## src/rtl/data_stack.sv

```systemverilog
// Hardware data stack for the 16-bit stack processor: top and second entries are held in
// dedicated registers, deeper entries spill into a register array, and bounds violations latch a fault.
module data_stack #(
    parameter int WIDTH = 16,
    parameter int DEPTH = 16,
    localparam int DW = $clog2(DEPTH + 1)
) (
    input  logic             CLK,
    input  logic             reset,
    input  logic [2:0]       op,
    input  logic [WIDTH-1:0] din,
    output logic [WIDTH-1:0] top_of_stack,
    output logic [WIDTH-1:0] second_of_stack,
    output logic [DW-1:0]    depth,
    output logic             empty,
    output logic             full,
    output logic             fault,
    output logic [1:0]       fault_code
);

    localparam int AD = DEPTH - 2;
    localparam int AW = (AD > 1) ? $clog2(AD) : 1;

    typedef enum logic [2:0] {
        OP_NOP       = 3'd0,
        OP_PUSH      = 3'd1,
        OP_POP       = 3'd2,
        OP_REPLACE   = 3'd3,
        OP_POP2_PUSH = 3'd4,
        OP_DUP       = 3'd5,
        OP_SWAP      = 3'd6,
        OP_OVER      = 3'd7
    } op_e;

    logic [WIDTH-1:0] mem [AD];

    logic [WIDTH-1:0] top_q, top_d, second_q, second_d;
    logic [DW-1:0]    depth_q, depth_d;
    logic             empty_q, empty_d, full_q, full_d;
    logic             fault_q, fault_d;
    logic [1:0]       code_q, code_d;

    logic             has1, has2, has3, room;
    logic             underflow, overflow, spill_en;
    logic [AW-1:0]    spill_idx, fill_idx;
    logic [WIDTH-1:0] fill_val;

    assign has1      = depth_q >= DW'(1);
    assign has2      = depth_q >= DW'(2);
    assign has3      = depth_q >= DW'(3);
    assign room      = depth_q <  DW'(DEPTH);
    assign spill_idx = AW'(depth_q - DW'(2));
    assign fill_idx  = AW'(depth_q - DW'(3));
    // Below three entries there is nothing in the array, so the refilled second reads as zero.
    assign fill_val  = has3 ? mem[fill_idx] : '0;

    always_comb begin
        top_d     = top_q;
        second_d  = second_q;
        depth_d   = depth_q;
        fault_d   = fault_q;
        code_d    = code_q;
        underflow = 1'b0;
        overflow  = 1'b0;
        spill_en  = 1'b0;

        case (op_e'(op))
            OP_PUSH: begin
                if (!room) overflow = 1'b1;
                else begin
                    top_d    = din;
                    second_d = top_q;
                    spill_en = has2;
                    depth_d  = depth_q + DW'(1);
                end
            end
            OP_POP: begin
                if (!has1) underflow = 1'b1;
                else begin
                    top_d    = has2 ? second_q : '0;
                    second_d = fill_val;
                    depth_d  = depth_q - DW'(1);
                end
            end
            OP_REPLACE: begin
                if (!has1) underflow = 1'b1;
                else top_d = din;
            end
            OP_POP2_PUSH: begin
                if (!has2) underflow = 1'b1;
                else begin
                    top_d    = din;
                    second_d = fill_val;
                    depth_d  = depth_q - DW'(1);
                end
            end
            OP_DUP: begin
                if (!has1) underflow = 1'b1;
                else if (!room) overflow = 1'b1;
                else begin
                    second_d = top_q;
                    spill_en = has2;
                    depth_d  = depth_q + DW'(1);
                end
            end
            OP_SWAP: begin
                if (!has2) underflow = 1'b1;
                else begin
                    top_d    = second_q;
                    second_d = top_q;
                end
            end
            OP_OVER: begin
                if (!has2) underflow = 1'b1;
                else if (!room) overflow = 1'b1;
                else begin
                    top_d    = second_q;
                    second_d = top_q;
                    spill_en = 1'b1;
                    depth_d  = depth_q + DW'(1);
                end
            end
            default: ;
        endcase

        // Only the first fault's cause is recorded; later ones just keep fault high.
        if (underflow || overflow) begin
            fault_d = 1'b1;
            if (!fault_q) code_d = underflow ? 2'b01 : 2'b10;
        end

        empty_d = (depth_d == '0);
        full_d  = (depth_d == DW'(DEPTH));
    end

    always_ff @(posedge CLK) begin
        if (reset) begin
            top_q    <= '0;
            second_q <= '0;
            depth_q  <= '0;
            empty_q  <= 1'b1;
            full_q   <= 1'b0;
            fault_q  <= 1'b0;
            code_q   <= 2'b00;
        end else begin
            top_q    <= top_d;
            second_q <= second_d;
            depth_q  <= depth_d;
            empty_q  <= empty_d;
            full_q   <= full_d;
            fault_q  <= fault_d;
            code_q   <= code_d;
        end
    end

    always_ff @(posedge CLK) begin
        if (!reset && spill_en) mem[spill_idx] <= second_q;
    end

    assign top_of_stack    = top_q;
    assign second_of_stack = second_q;
    assign depth           = depth_q;
    assign empty           = empty_q;
    assign full            = full_q;
    assign fault           = fault_q;
    assign fault_code      = code_q;

endmodule

```

## config.mk

```make
export PLATFORM = sky130hd
export DESIGN_NAME = data_stack
export DESIGN_NICKNAME = d
export VERILOG_FILES = /design/src/rtl/data_stack.sv
export SDC_FILE = /design/constraint.sdc
export NUM_CORES = 1
export LEC_CHECK = 0
export CAP_MARGIN = 20
export CELL_PAD_IN_SITES_DETAIL_PLACEMENT = 1
export CELL_PAD_IN_SITES_GLOBAL_PLACEMENT = 1
export CORE_MARGIN = 2
export CORE_UTILIZATION = 54
export CTS_CLUSTER_SIZE = 20
export DETAILED_ROUTE_END_ITERATION = 7
export DONT_BUFFER_PORTS = 1
export PLACE_DENSITY = 0.85
export SLEW_MARGIN = 20
export SYNTH_ARGS = -nofsm -noshare
export SYNTH_HDL_FRONTEND = slang
export SYNTH_SLANG_ARGS = --single-unit
```

## constraint.sdc

```tcl
create_clock -name CLK -period 4.5 [get_ports CLK]
set_clock_uncertainty 0.1 [all_clocks]
set_input_delay 0.9 -clock CLK [delete_from_list [all_inputs] [get_ports CLK]]
set_output_delay 0.9 -clock CLK [all_outputs]
set_load 0.005 [all_outputs]
```

Word level (Yosys, flattened, before mapping)
Memory sizes are Yosys's and may differ from the RTL's. Cells that the tools add are included.

Add/sub/neg operators: 4. $lt $le $gt $ge: 4. Equal/unequal tests: 16. Mux-type cells: 38. Bitwise operators: 1. Reduce and logical (&&, ||, !) cells: 11.

Operator list (count): 2-to-1 mux 16 bit (15); case mux 16 bit (6 select lines) (2); 2-to-1 mux 5 bit (5); case mux 5 bit (5 select lines) (1); inequality test 2 bit (second input constant) (8); == test 3 bit (second input constant) (4); nonzero test 6 bit (2); 2-to-1 mux 1 bit (11); >= comparator 5 x 2 -> 1 bit (second input constant) (2); AND reduction 8 bit (1); subtractor 4 x 2 -> 4 bit (second input constant) (2); == test 3 x 2 -> 1 bit (second input constant) (2); case mux 1 bit (3 select lines) (2); AND reduction 6 bit (1); OR reduction 3 bit (2); adder 5 x 1 -> 5 bit (second input constant) (1); == test 5 bit (second input constant) (1); >= comparator 5 x 1 -> 1 bit (second input constant) (1); logical NOT 5 bit (1); less-than comparator 5 bit (second input constant) (1); subtractor 5 x 1 -> 5 bit (second input constant) (1); == test 3 x 1 -> 1 bit (second input constant) (1); 2-to-1 mux 2 bit (1); case mux 1 bit (2 select lines) (1); other kinds (5) (5).

Flip-flop bits (word level): 42. Memory bits (writable): 224. Bits of input ports: 21. Output and inout port bits: 42. Logic and storage cells: 82. Memories kept: 1.

Memory list: mem (words 14, width 16, read ports 1, clocked after Yosys merged registers in 0, wr ports 1, RTL line 35) `logic [WIDTH-1:0] mem [AD];`.

Longest topological paths before layout
Gate-level depths: netlist of the first run.

Depth in word-level cells: 7. Mapped depth: 13. Mapped depth without buffers: 8.

Worst setup path after synthesis of the first run
Ideal clock, no wire load.

Path kind: input to register. Start: in op[2]. End: mem mem[13][0], enable pin. Library setup time: 0.409 ns. Arrival: 2.887 ns. Slack: 1.104 ns. Cell stages on the path: 7. Cell sequence: buf_2 -> inv_1 -> nand2_1 -> nand4_1 -> nor2_1 -> nand2_1 -> nor3_1.

Longest elaborated chain between the ends: 5. Elaborated cells on any way between the ends: 7.

Ends and longest elaborated chain: start, declared (RTL line 10) `input logic [2:0] op,`; == test 3 bit or == test 3 x 1 -> 1 bit (tied branches) (RTL line 67) `case (op_e'(op))`; case mux 1 bit (3 select lines) * (RTL line 67); logical AND 1 bit * (RTL line 157) `if (!reset && spill_en) mem[spill_idx] <= second_q;`; 2-to-1 mux 1 bit * (RTL line 157); 2-to-1 mux 1 bit (not written as such) * (RTL line 157); end, declared (RTL line 35).

Every way passes the cells marked *; elsewhere a longest branch is shown, timed or not.

Worst setup path in the final report of the first run
Start: reg depth_q[2], in the netlist depth[2]. End: reg second_q[6], in the netlist second_of_stack[6].

Longest elaborated chain between the ends: 5. Elaborated cells on any way between the ends: 19.

Ends and longest elaborated chain: start, declared (RTL line 38) `logic [DW-1:0] depth_q, depth_d;`; start signal, assigned (RTL line 148) `depth_q <= depth_d;`; subtractor 4 x 2 -> 4 bit (RTL line 53) `assign fill_idx = AW'(depth_q - DW'(3));`; memory read (14 x 16 bit); 2-to-1 mux 16 bit (RTL line 55) `assign fill_val = has3 ? mem[fill_idx] : '0;`; 2-to-1 mux 16 bit (on tied branches) (RTL line 90, 78); case mux 16 bit (6 select lines) (RTL line 67); end signal, assigned (RTL line 147) `second_q <= second_d;`; end, declared (RTL line 37) `logic [WIDTH-1:0] top_q, top_d, second_q, second_d;`.

Parallel ways exist; a longest one is shown, timed or not. The select of a mux whose other input is x is not followed. A chain may end at the register's enable or synchronous reset.

==> results of run 1 <==
[kinds of logic after synthesis]
| kind of cell | after synthesis | synth area share |
|---|---|---|
| buffers and inverters | 55 | 0.0235 |
| muxes | 97 | 0.140 |
| and+or+nand+nor | 151 | 0.0649 |
| adders and majority gates | 9 | 0.0100 |
| xor gates and xnor gates | 7 | 0.00547 |
| AOI/OAI and AO/OA | 130 | 0.0814 |
| DFF | 266 | 0.675 |
[per-layer routing]
metal | vias up | GRT usage
met5 | - | 0
met4 | 0 | 0.113
met3 | 78 | 0.0439
met2 | 299 | 0.483
met1 | 3493 | 0.359
li1 | 2847 | -
[final timing paths]
kind / start / end
max: depth[2]$_SDFF_PP0_ / second_of_stack[6]$_SDFFE_PP0P_
min reg2reg: fault_code[0]$_SDFFE_PP0P_ / fault_code[0]$_SDFFE_PP0P_
min: reset / fault_code[0]$_SDFFE_PP0P_
max reg2reg: depth[2]$_SDFF_PP0_ / second_of_stack[6]$_SDFFE_PP0P_
[cells in the mapped netlist (5+ instances only)]
cell      number
edfxtp_1     224
mux2i_1       49
mux4_2        48
nand2_1       48
nor2_1        43
dfxtp_1       42
o21ai_0       38
clkbuf_1      22
nor2b_1       22
a211oi_1      17
o22ai_1       17
a22oi_1       16
buf_2         16
a21oi_1       10
ha_1           9
nor3_1         9
inv_1          7
nand2b_1       5
nand3_1        5
xnor2_1        5
[worst reg2reg max path: stages, from the launching register on]
cell	delay (ns)
dfxtp_1	0.74
inv_1	0.23
ha_1	0.29
or3b_1	0.57
o21ai_2	0.20
o21ai_1	0.19
a211o_1	0.83
nand3b_2	0.54
o22ai_1	0.40
[through the flow]
stage / worst slack [ns] / utilization / total power, mW / hold slack (ns) / instances
floorplan: 1.10 / - / 5.15 / 0.370 / 715
global placement: 0.942 / 0.571 / 5.74 / 0.379 / 968
detailed placement: 0.553 / 0.571 / 5.89 / 0.394 / 968
CTS: 0.442 / 0.613 / 8.08 / 0.306 / 1018
global route: 0.140 / 0.614 / 8.37 / 0.312 / 1019
finish: 0.327 / 0.614 / 8.10 / 0.324 / 1019
[cell type report]
class	count	area, um2
tap	270	338
clock buffer	40	754
timing repair buffer	31	236
multi-input combinational	394	3440
fill	1800	7840
inverter	8	30.0
sequential	266	7570
clock inverter	10	96.3
[flip-flops by register name, summed over array words and instances (netlist names)]
| signal | cells |
|---|---|
| empty | 1 |
| depth | 5 |
| second_of_stack | 16 |
| fault_code | 2 |
| mem | 224 |
| fault | 1 |
| top_of_stack | 16 |
| full | 1 |
[power groups by stage]
stage / clock network, mW / registers [mW] / logic (mW)
6_report: 2.17 / 3.21 / 2.71
3_5_place_dp: 0 / 3.26 / 2.63
4_1_cts: 2.17 / 3.21 / 2.69
5_1_grt: 2.25 / 3.23 / 2.89
2_1_floorplan: 0 / 3.16 / 1.99
3_3_place_gp: 0 / 3.23 / 2.50
==> impl_results.md, run 1 <==
- Status: finished clean
- Hold path depth: 1
- M1 WL: 11,300 um
- CP Buf/Inv Count: 1
- Final Net Count: 758
- CP max stage cell: a211o_1
- P_sw: 2.84 mW
- Final Hold Vio Count: 0
- Crit end category: flip-flop
- Max VDD drop: 0.470 mV
- ANT cells: 0
- Most frequent cells in the layout: 224 x edfxtp_1, 49 x mux2i_1, 48 x nand2_1, 48 x mux4_2, 43 x nor2_1
- Vias: 6,717
- Setup repair bufs after CTS: 0
- Vias in the first global route: 7,133
- Drt first pass iters: 5
- Global-route usage over all layers: 0.280
- Initial antenna violation count: 0
- Leakage power: 4.09 nW
- Starting Density: 0.553
- Max Cap Violations: 0
- Seq/Total Area, Yosys: 0.675
- Largest net degree at the start of global routing: 63
- Post-CTS resize count: 0
- Critical Path AT: 4.52 ns
- Sequential power share: 0.397
- # IOs: 63
- Clk Tree Root Cell: clkbuf_16
- Seq cells post-synth: 266
- Synthesized cell area: 11,200 um2
- Critical-path cell list: inv_1, ha_1, or3b_1, o21ai_2, o21ai_1, a211o_1, nand3b_2, o22ai_1
- Final Cell Area: 12,500 um2
- Total grt overflow: 0
- Setup TNS: 0 ns
- DRC Markers: 0
- Max Slew Vio Count: 0
- Met2 WL: 15,600 um
- Cell type with the largest total area after synthesis: edfxtp_1
- Combinational share of power: 0.335
- Final HPWL from detailed placement: 17,800 um
- First-pass GRT wire length: 45,500 um
- Via density: 6.59
- Critical Path RT: 4.85 ns
- Internal: 5.25 mW
- Hold crit path type: in -> reg
- Post-synth ARST share: 0
- Share of the synthesized area in the top cell type: 0.600
- Min Tclk post-route: 4.17 ns
- Core area: 20,300 um2
- Synth Area per Inst: 15.7 um2
- Top routing layer used: met4
- H-Tree Depth: 1
- Clock Latency Late Sink: 0.55 ns
- Total CTS buffers: 27
- Switch share: 0.351
- Die Ht: 148 um
- Final setup viols: 0
- Yosys cell types: 59
- Startpoint Class: flip-flop
- Worst-path maximum fanout: 18
- WP depth: 8
- Layout cells sized above 1: 0.183
- Predominant post-synthesis flop cell: edfxtp_1
- Row Count: 52
- Clk pwr share: 0.268
- Fmax achieved: 0.240 GHz
- Post-Syn Instances: 715
- Clock edge transition at the registers on the reported setup and hold paths: 0.06 ns
- CP max stage delay: 0.83 ns
- Sink Count: 266
- DRT iter0 DRCs: 569
- Top post-synthesis cells by area: edfxtp_1 60%, mux4_2 9.6%, dfxtp_1 7.5%
- Area after DPL: 11,600 um2
- Kind of critical path: reg -> reg
- I/O Buffers: 0
- Gpl congestion: 0.878
- Delay-heaviest family, CP: compound AO/OA/AOI/OAI gates
- Met3 routed WL: 1730 um
- Slew of the pin with the lowest slew margin: 1.07 ns
- EDFF count, synth: 224
- Tcrit/Tclk final: 0.927
- Die area: 21,900 um2
- Yosys warnings: 0
- CTS Hold Bufs: 0
- Pwr dens: 650 nW/um2
- Routed WL: 29,900 um
- Relative slew margins: 0.288
- Routed len/inst: 29.3 um
- RSZ-0062 raised after global routing: no
- CTS tree: built
- Reg2reg setup slack: 0.33 ns
- Max clock buf depth: 3
- Detail Route Antenna Nets: 0
- Die W: 148 um
- Syn nets: 745
- Commonest non-fill, non-tap cell in the layout: edfxtp_1
- Layout area overhead: 11.1%
- FF-to-FF path depth: 8
No activity file was read; power rests on OpenSTA's default activity.
==> inputs of run 2 (changes only) <==
Settings changed: BUFFER_PORTS_ARGS set to -buffer_cell sky130_fd_sc_hd__buf_2, CORE_UTILIZATION 54 to 52, DONT_BUFFER_PORTS 1 to not set, PLACE_DENSITY 0.85 to 0.86.
==> impl_results.md, run 2 (synthesis gave the netlist of run 1 again) <==
- Detail Route Antenna Nets: 0 (unchanged)
- Via density: 6.36 (-3.6%)
- Layout area overhead: 14.1%
- Reg2reg start: depth[2]$_SDFF_PP0_
- Final setup viols: 0 (unchanged)
- Routed WL: 31,500 um (+5.4%)
- Largest net degree at the start of global routing: 43 (-32%)
- Status: finished clean
- CTS tree: built
- Max Slew Vio Count: 0 (unchanged)
- Starting Density: 0.532 (-0.0207)
- Final HPWL from detailed placement: 20,000 um (+12%)
- Clk Tree Root Cell: clkbuf_16
- Max Cap Violations: 0 (unchanged)
- Hold path depth: 2 (+1)
- Critical Path AT: 4.37 ns (-0.15 ns)
- Tcrit/Tclk final: 0.900 (-0.0272)
- Worst reg2reg endpoint: second_of_stack[2]$_SDFFE_PP0P_
- Most frequent cells in the layout: 224 x edfxtp_1, 62 x buf_2, 49 x mux2i_1, 48 x nand2_1, 48 x mux4_2
- Max clock buf depth: 3 (unchanged)
- Clk pwr share: 0.254 (-0.014)
- Relative slew margins: 0.327 (+0.0386)
- First-pass GRT wire length: 47,400 um (+4.2%)
- Final Net Count: 829 (+9.4%)
- H-Tree Depth: 1 (unchanged)
- Pwr dens: 635 nW/um2 (-2.3%)
- Inst Count DP: 1,046 (+8.1%)
- Die W: 151 um (+1.9%)
- Hold EP: fault_code[0]$_SDFFE_PP0P_
- CTS Hold Bufs: 0 (unchanged)
- Total grt overflow: 0 (unchanged)
- Routed len/inst: 28.8 um (-1.8%)
- Drt first pass iters: 5 (unchanged)
- Total CTS buffers: 26 (-3.7%)
- FF-to-FF path depth: 8 (unchanged)
- Clock Latency Late Sink: 0.54 ns (about the same)
- Slew of the pin with the lowest slew margin: 1.01 ns (-0.0580 ns)
- Largest register FFs: 224 (unchanged)
- Register with the most flip-flops: mem
- Vias: 6,953 (+3.5%)
- Core area: 21,100 um2 (+3.9%)
- Setup repair bufs after CTS: 0 (unchanged)
- Die area: 22,800 um2 (+3.7%)
- Critical Path RT: 4.82 ns (-0.03 ns)
- Setup TNS: 0 ns (unchanged)
- Final Hold Vio Count: 0 (unchanged)
- CP max stage delay: 0.81 ns (-0.02 ns)
- P_sw: 2.89 mW (+1.5%)
- I/O Buffers: 62 (+62)
- Gpl congestion: 0.877 (-0.20%)
- Clock edge transition at the registers on the reported setup and hold paths: 0.06 ns (about the same)
- Post-CTS resize count: 0 (unchanged)
- Initial antenna violation count: 0 (unchanged)
- Kind of critical path: reg -> reg
- CP max stage cell: a211o_1
- Min Tclk post-route: 4.05 ns (-0.122 ns)
- Combinational share of power: 0.354 (+0.019)
- Crit end category: flip-flop
- Worst-path maximum fanout: 18 (unchanged)
- Sink Count: 266 (unchanged)
- Min-delay src: fault_code[0]$_SDFFE_PP0P_
- Vias in the first global route: 7,481 (+4.9%)
- Utilization after layout: 0.607 (-0.00717)
- Startpoint Class: flip-flop
- Die Ht: 151 um (+1.9%)
- Row Count: 53 (+1.9%)
- Commonest non-fill, non-tap cell in the layout: edfxtp_1
- Fmax achieved: 0.247 GHz (+3.0%)
- DRC Markers: 0 (unchanged)
- DRT iter0 DRCs: 658 (+16%)
- Sequential power share: 0.392 (-0.005)
- # IOs: 63 (unchanged)
- Leakage power: 4.41 nW (+7.9%)
- Filler cell count in the final layout: 1,941 (+7.8%)
- Final std cells w/o fill: 1,094 (+7.4%)
- Hold crit path type: reg -> reg
- Internal: 5.24 mW (-0.29%)
- ANT cells: 0 (unchanged)
- RSZ-0062 raised after global routing: no
- Reg2reg setup slack: 0.45 ns (+0.12 ns)
- Max VDD drop: 0.508 mV (+8.2%)
- Switch share: 0.355 (+0.00402)
- Critical-path cell list: inv_1, ha_1, or3b_1, o21ai_2, o21ai_1, a211o_1, nand3b_2, o22ai_1
- Layout cells sized above 1: 0.259 (+0.0759)
- Global-route usage over all layers: 0.287 (+0.00643)
==> run 2: metrics by stage <==
step | power (mW) | hold slack [ns] | setup slack (ns) | instance area [um2]
after floorplan | 5.15 | 0.370 | 1.10 | 11200
after detailed placement | 6.05 | 0.391 | 0.600 | 12000
after CTS | 8.14 | 0.399 | 0.550 | 12800
after global routing | 8.45 | 0.426 | 0.225 | 12800
final | 8.12 | 0.397 | 0.449 | 12800
after global placement | 5.89 | 0.362 | 0.917 | 12000
==> run 2: worst max-delay path by stage <==
stage / to / cells after the start / from / slack (ns)
after global routing: second_of_stack[11]$_SDFFE_PP0P_ / 8 / depth[2]$_SDFF_PP0_ / 0.22
after global placement: second_of_stack[1]$_SDFFE_PP0P_ / 8 / depth[2]$_SDFF_PP0_ / 0.92
after floorplan: mem[13][0]$_DFFE_PP_ / 7 / op[2] / 1.10
after CTS: second_of_stack[2]$_SDFFE_PP0P_ / 8 / depth[2]$_SDFF_PP0_ / 0.55
after detailed placement: second_of_stack[1]$_SDFFE_PP0P_ / 8 / depth[2]$_SDFF_PP0_ / 0.60
final: second_of_stack[2]$_SDFFE_PP0P_ / 8 / depth[2]$_SDFF_PP0_ / 0.45
==> run 2: layout make-up <==
class | count | area [um2] | area share
repair buffers | 103 | 618 | 0.0483
multi-input cells | 394 | 3430 | 0.268
flip-flops and latches | 266 | 7570 | 0.591
clock buffers | 30 | 666 | 0.0520
well taps | 275 | 344 | 0.0269
inverters | 8 | 30.0 | 0.00235
clock inverters | 18 | 143 | 0.0111
==> run 2: critical path: cells and delay by family, from the launching register on <==
kind | cells | cell delay (ns)
AO/OA/AOI/OAI | 4 | 1.50
adder cells (fa/ha/maj) | 1 | 0.28
buffers and inverters | 1 | 0.21
flip-flops | 1 | 0.70
AND/OR/NAND/NOR | 2 | 1.14
==> run 2: metal layers <==
layer,up-vias,global-route usage,part of all wire,wire length [um]
met5,-,0,0,0
met4,0,0.109,0.036,1140
met3,78,0.0328,0.055,1740
met2,301,0.494,0.51,16100
met1,3593,0.377,0.40,12500
li1,2981,-,-,-
==> run 2: power by group through the flow <==
stage	Clock (mW)	Combinational [mW]	Sequential (mW)
after floorplan	0	1.99	3.16
after global placement	0	2.69	3.20
after detailed placement	0	2.82	3.22
after CTS	2.08	2.88	3.18
after global routing	2.17	3.07	3.20
final	2.07	2.87	3.19
==> inputs of run 3 (changes only) <==
Settings changed: ABC_AREA set to 1, CORE_UTILIZATION 52 to 48, PLACE_DENSITY 0.86 to 0.85.
Clock period 4.5 ns to 4.2 ns, I/O delays scaled along.
==> impl_results.md, run 3 <==
- Status: finished clean
- Total grt overflow: 0 (unchanged)
- Yosys warnings: 0 (unchanged)
- Yosys cell types: 37 (-37%)
- Core area: 23,500 um2 (+12%)
- Register with the most flip-flops: mem
- Critical-path cell list: inv_2, buf_4, ha_1, inv_1, nor2_2, nor2_4, nand2_2, nand2_2, inv_2, nand4_2, o21ai_1, a21oi_1
- H-Tree Depth: 1 (unchanged)
- Routed len/inst: 23.2 um (-19%)
- Row Count: 56 (+5.7%)
- Setup TNS: 0 ns (unchanged)
- ANT cells: 0 (unchanged)
- Relative slew margins: 0.381 (+0.0547)
- Max VDD drop: 0.356 mV (-30%)
- Area after DPL: 12,300 um2 (+2.6%)
- Starting Density: 0.489 (-0.0430)
- Share of the synthesized area in the top cell type: 0.584 (-0.0153)
- Total CTS buffers: 28 (+7.7%)
- Seq cells post-synth: 266 (unchanged)
- Met1 track utilization from global routing: 0.337 (-0.0399)
- Sink Count: 266 (unchanged)
- CTS tree: built
- DRT iter0 DRCs: 730 (+11%)
- Synth Area per Inst: 10.4 um2 (-34%)
- Critical Path AT: 3.47 ns (-0.90 ns)
- Clock Latency Late Sink: 0.56 ns (+0.02 ns)
- Final Cell Area: 13,200 um2 (+2.9%)
- Final setup viols: 0 (unchanged)
- Seq/Total Area, Yosys: 0.657 (-0.0172)
- First-pass GRT wire length: 54,100 um (+14%)
- Total power: 7.74 mW (-4.8%)
- GRT met2 Usage: 0.495 (+0.000947)
- Via density: 5.81 (-8.6%)
- Cell type with the largest total area after synthesis: edfxtp_1
- Slew of the pin with the lowest slew margin: 0.928 ns (-0.0820 ns)
- Max Cap Violations: 0 (unchanged)
- Post-Syn Instances: 1,109 (+55%)
- I/O Buffers: 62 (unchanged)
- Critical Path RT: 4.50 ns (-0.32 ns)
- Count leader, synth: nand2_1
- Commonest non-fill, non-tap cell in the layout: nand2_1
- Syn nets: 1,139 (+53%)
- CTS Hold Bufs: 0 (unchanged)
- GRT met3 Usage: 0.0384 (+0.00557)
- Layout area overhead: 14.4%
- Final HPWL from detailed placement: 21,800 um (+9.0%)
- Tcrit/Tclk final: 0.753 (-0.147)
- Fmax achieved: 0.316 GHz (+28%)
- Worst-path maximum fanout: 43 (+25)
- Startpoint Class: flip-flop
- Top post-synthesis cells by area: edfxtp_1 58%, nand2_1 8.1%, dfxtp_1 7.3%
- Synthesized cell area: 11,500 um2 (+2.6%)
- Leakage power: 4.98 nW (+13%)
- Die Ht: 159 um (+5.3%)
- Post-synth ARST share: 0 (unchanged)
- EDFF count, synth: 224 (unchanged)
- Routed WL: 35,300 um (+12%)
- Hold crit path type: reg -> reg
- Min Tclk post-route: 3.16 ns (-0.887 ns)
- DRC Markers: 0 (unchanged)
- Layout cells sized above 1: 0.162 (-0.0972)
- Detail Route Antenna Nets: 0 (unchanged)
- Post-CTS resize count: 0 (unchanged)
- Initial antenna violation count: 0 (unchanged)
- Max clock buf depth: 3 (unchanged)
- Setup repair bufs after CTS: 0 (unchanged)
- Clock edge transition at the registers on the reported setup and hold paths: 0.06 ns (about the same)
- Max Slew Vio Count: 0 (unchanged)
- Largest register FFs: 224 (unchanged)
- Pwr dens: 587 nW/um2 (-7.5%)
- Synth cell count leaders: 249 x nand2_1, 224 x edfxtp_1, 119 x nor2_1
- CP max stage cell: nand4_2
- Gpl congestion: 0.867 (-1.1%)
- Most frequent cells in the layout: 249 x nand2_1, 224 x edfxtp_1, 119 x nor2_1, 81 x nand3_1, 79 x a21oi_1
- Die W: 159 um (+5.3%)
- Clk Tree Root Cell: clkbuf_16
- RSZ-0062 raised after global routing: no
- Vias: 8,825 (+27%)
- Reg2reg setup slack: 1.04 ns (+0.59 ns)
- Kind of critical path: reg -> reg
- Crit end category: flip-flop
- Predominant post-synthesis flop cell: edfxtp_1
- Vias in the first global route: 9,523 (+27%)
- # IOs: 63 (unchanged)
- CP max stage delay: 0.62 ns (-0.19 ns)
- Filler cell count in the final layout: 2,602 (+34%)
- Most used routing layer: met2
- Global-route usage over all layers: 0.278 (-0.00882)
- Die area: 25,200 um2 (+11%)
- Drt first pass iters: 5 (unchanged)
- Largest net degree at the start of global routing: 67 (+56%)
- Final Hold Vio Count: 0 (unchanged)
- Final Net Count: 1,209 (+46%)
run 3: kinds of logic (layout without fill, tap and decap cells):
kind of cell             Yosys count  count (layout)  synth area share
XOR/XNOR                           5               5           0.00446
AND/OR/NAND/NOR                  485             485             0.176
adder cells (fa/ha/maj)            9               9           0.00978
buffers and inverters            124             215            0.0476
flip-flops                       266             266             0.657
AO/OA/AOI/OAI                    220             220             0.105
run 3: through the flow:
stage | std cells | hold WS [ns] | setup WS (ns) | utilization
2_1_floorplan | 1109 | 0.349 | 0.758 | -
3_3_place_gp | 1468 | 0.350 | 1.09 | 0.523
3_5_place_dp | 1468 | 0.357 | 1.03 | 0.523
4_1_cts | 1519 | 0.367 | 1.10 | 0.560
5_1_grt | 1519 | 0.385 | 0.877 | 0.560
6_report | 1519 | 0.361 | 1.04 | 0.560
run 3: final cells by class:
type | instances | area, um2 | share of cell area
clock buffer | 32 | 716 | 0.0543
clock inverter | 19 | 155 | 0.0118
inverter | 61 | 231 | 0.0176
multi-input combinational | 719 | 3470 | 0.263
sequential | 266 | 7570 | 0.575
tap | 319 | 399 | 0.0303
timing repair buffer | 103 | 631 | 0.0479
run 3: path summary, 6_finish.rpt:
path / start / endpoint / depth (start not counted)
worst max-delay path: depth[0]$_SDFF_PP0_ / top_of_stack[12]$_SDFFE_PP0P_ / 12
worst min-delay path: fault_code[1]$_SDFFE_PP0P_ / fault_code[1]$_SDFFE_PP0P_ / 2
worst max register to register: depth[0]$_SDFF_PP0_ / top_of_stack[12]$_SDFFE_PP0P_ / 12
worst min register to register: fault_code[1]$_SDFFE_PP0P_ / fault_code[1]$_SDFFE_PP0P_ / 2
run 3: where the power goes:
part / internal, mW / switching (mW)
logic: 0.596 / 1.43
clock network: 1.34 / 1.03
registers: 3.10 / 0.228
run 3: layer usage:
layer	wire, um	part of all wire
met1	13800	0.39
met2	18000	0.51
met3	2140	0.061
met4	1330	0.038
met5	0	0
run 3: worst max-delay path: cells and delay by family (launching register included):
kind                       cells  cell delay [ns]
and+or+nand+nor                5             1.05
adders and majority gates      1             0.25
buffers and inverters          4             0.71
AOI/OAI and AO/OA              2             0.51
DFF                            1             0.37
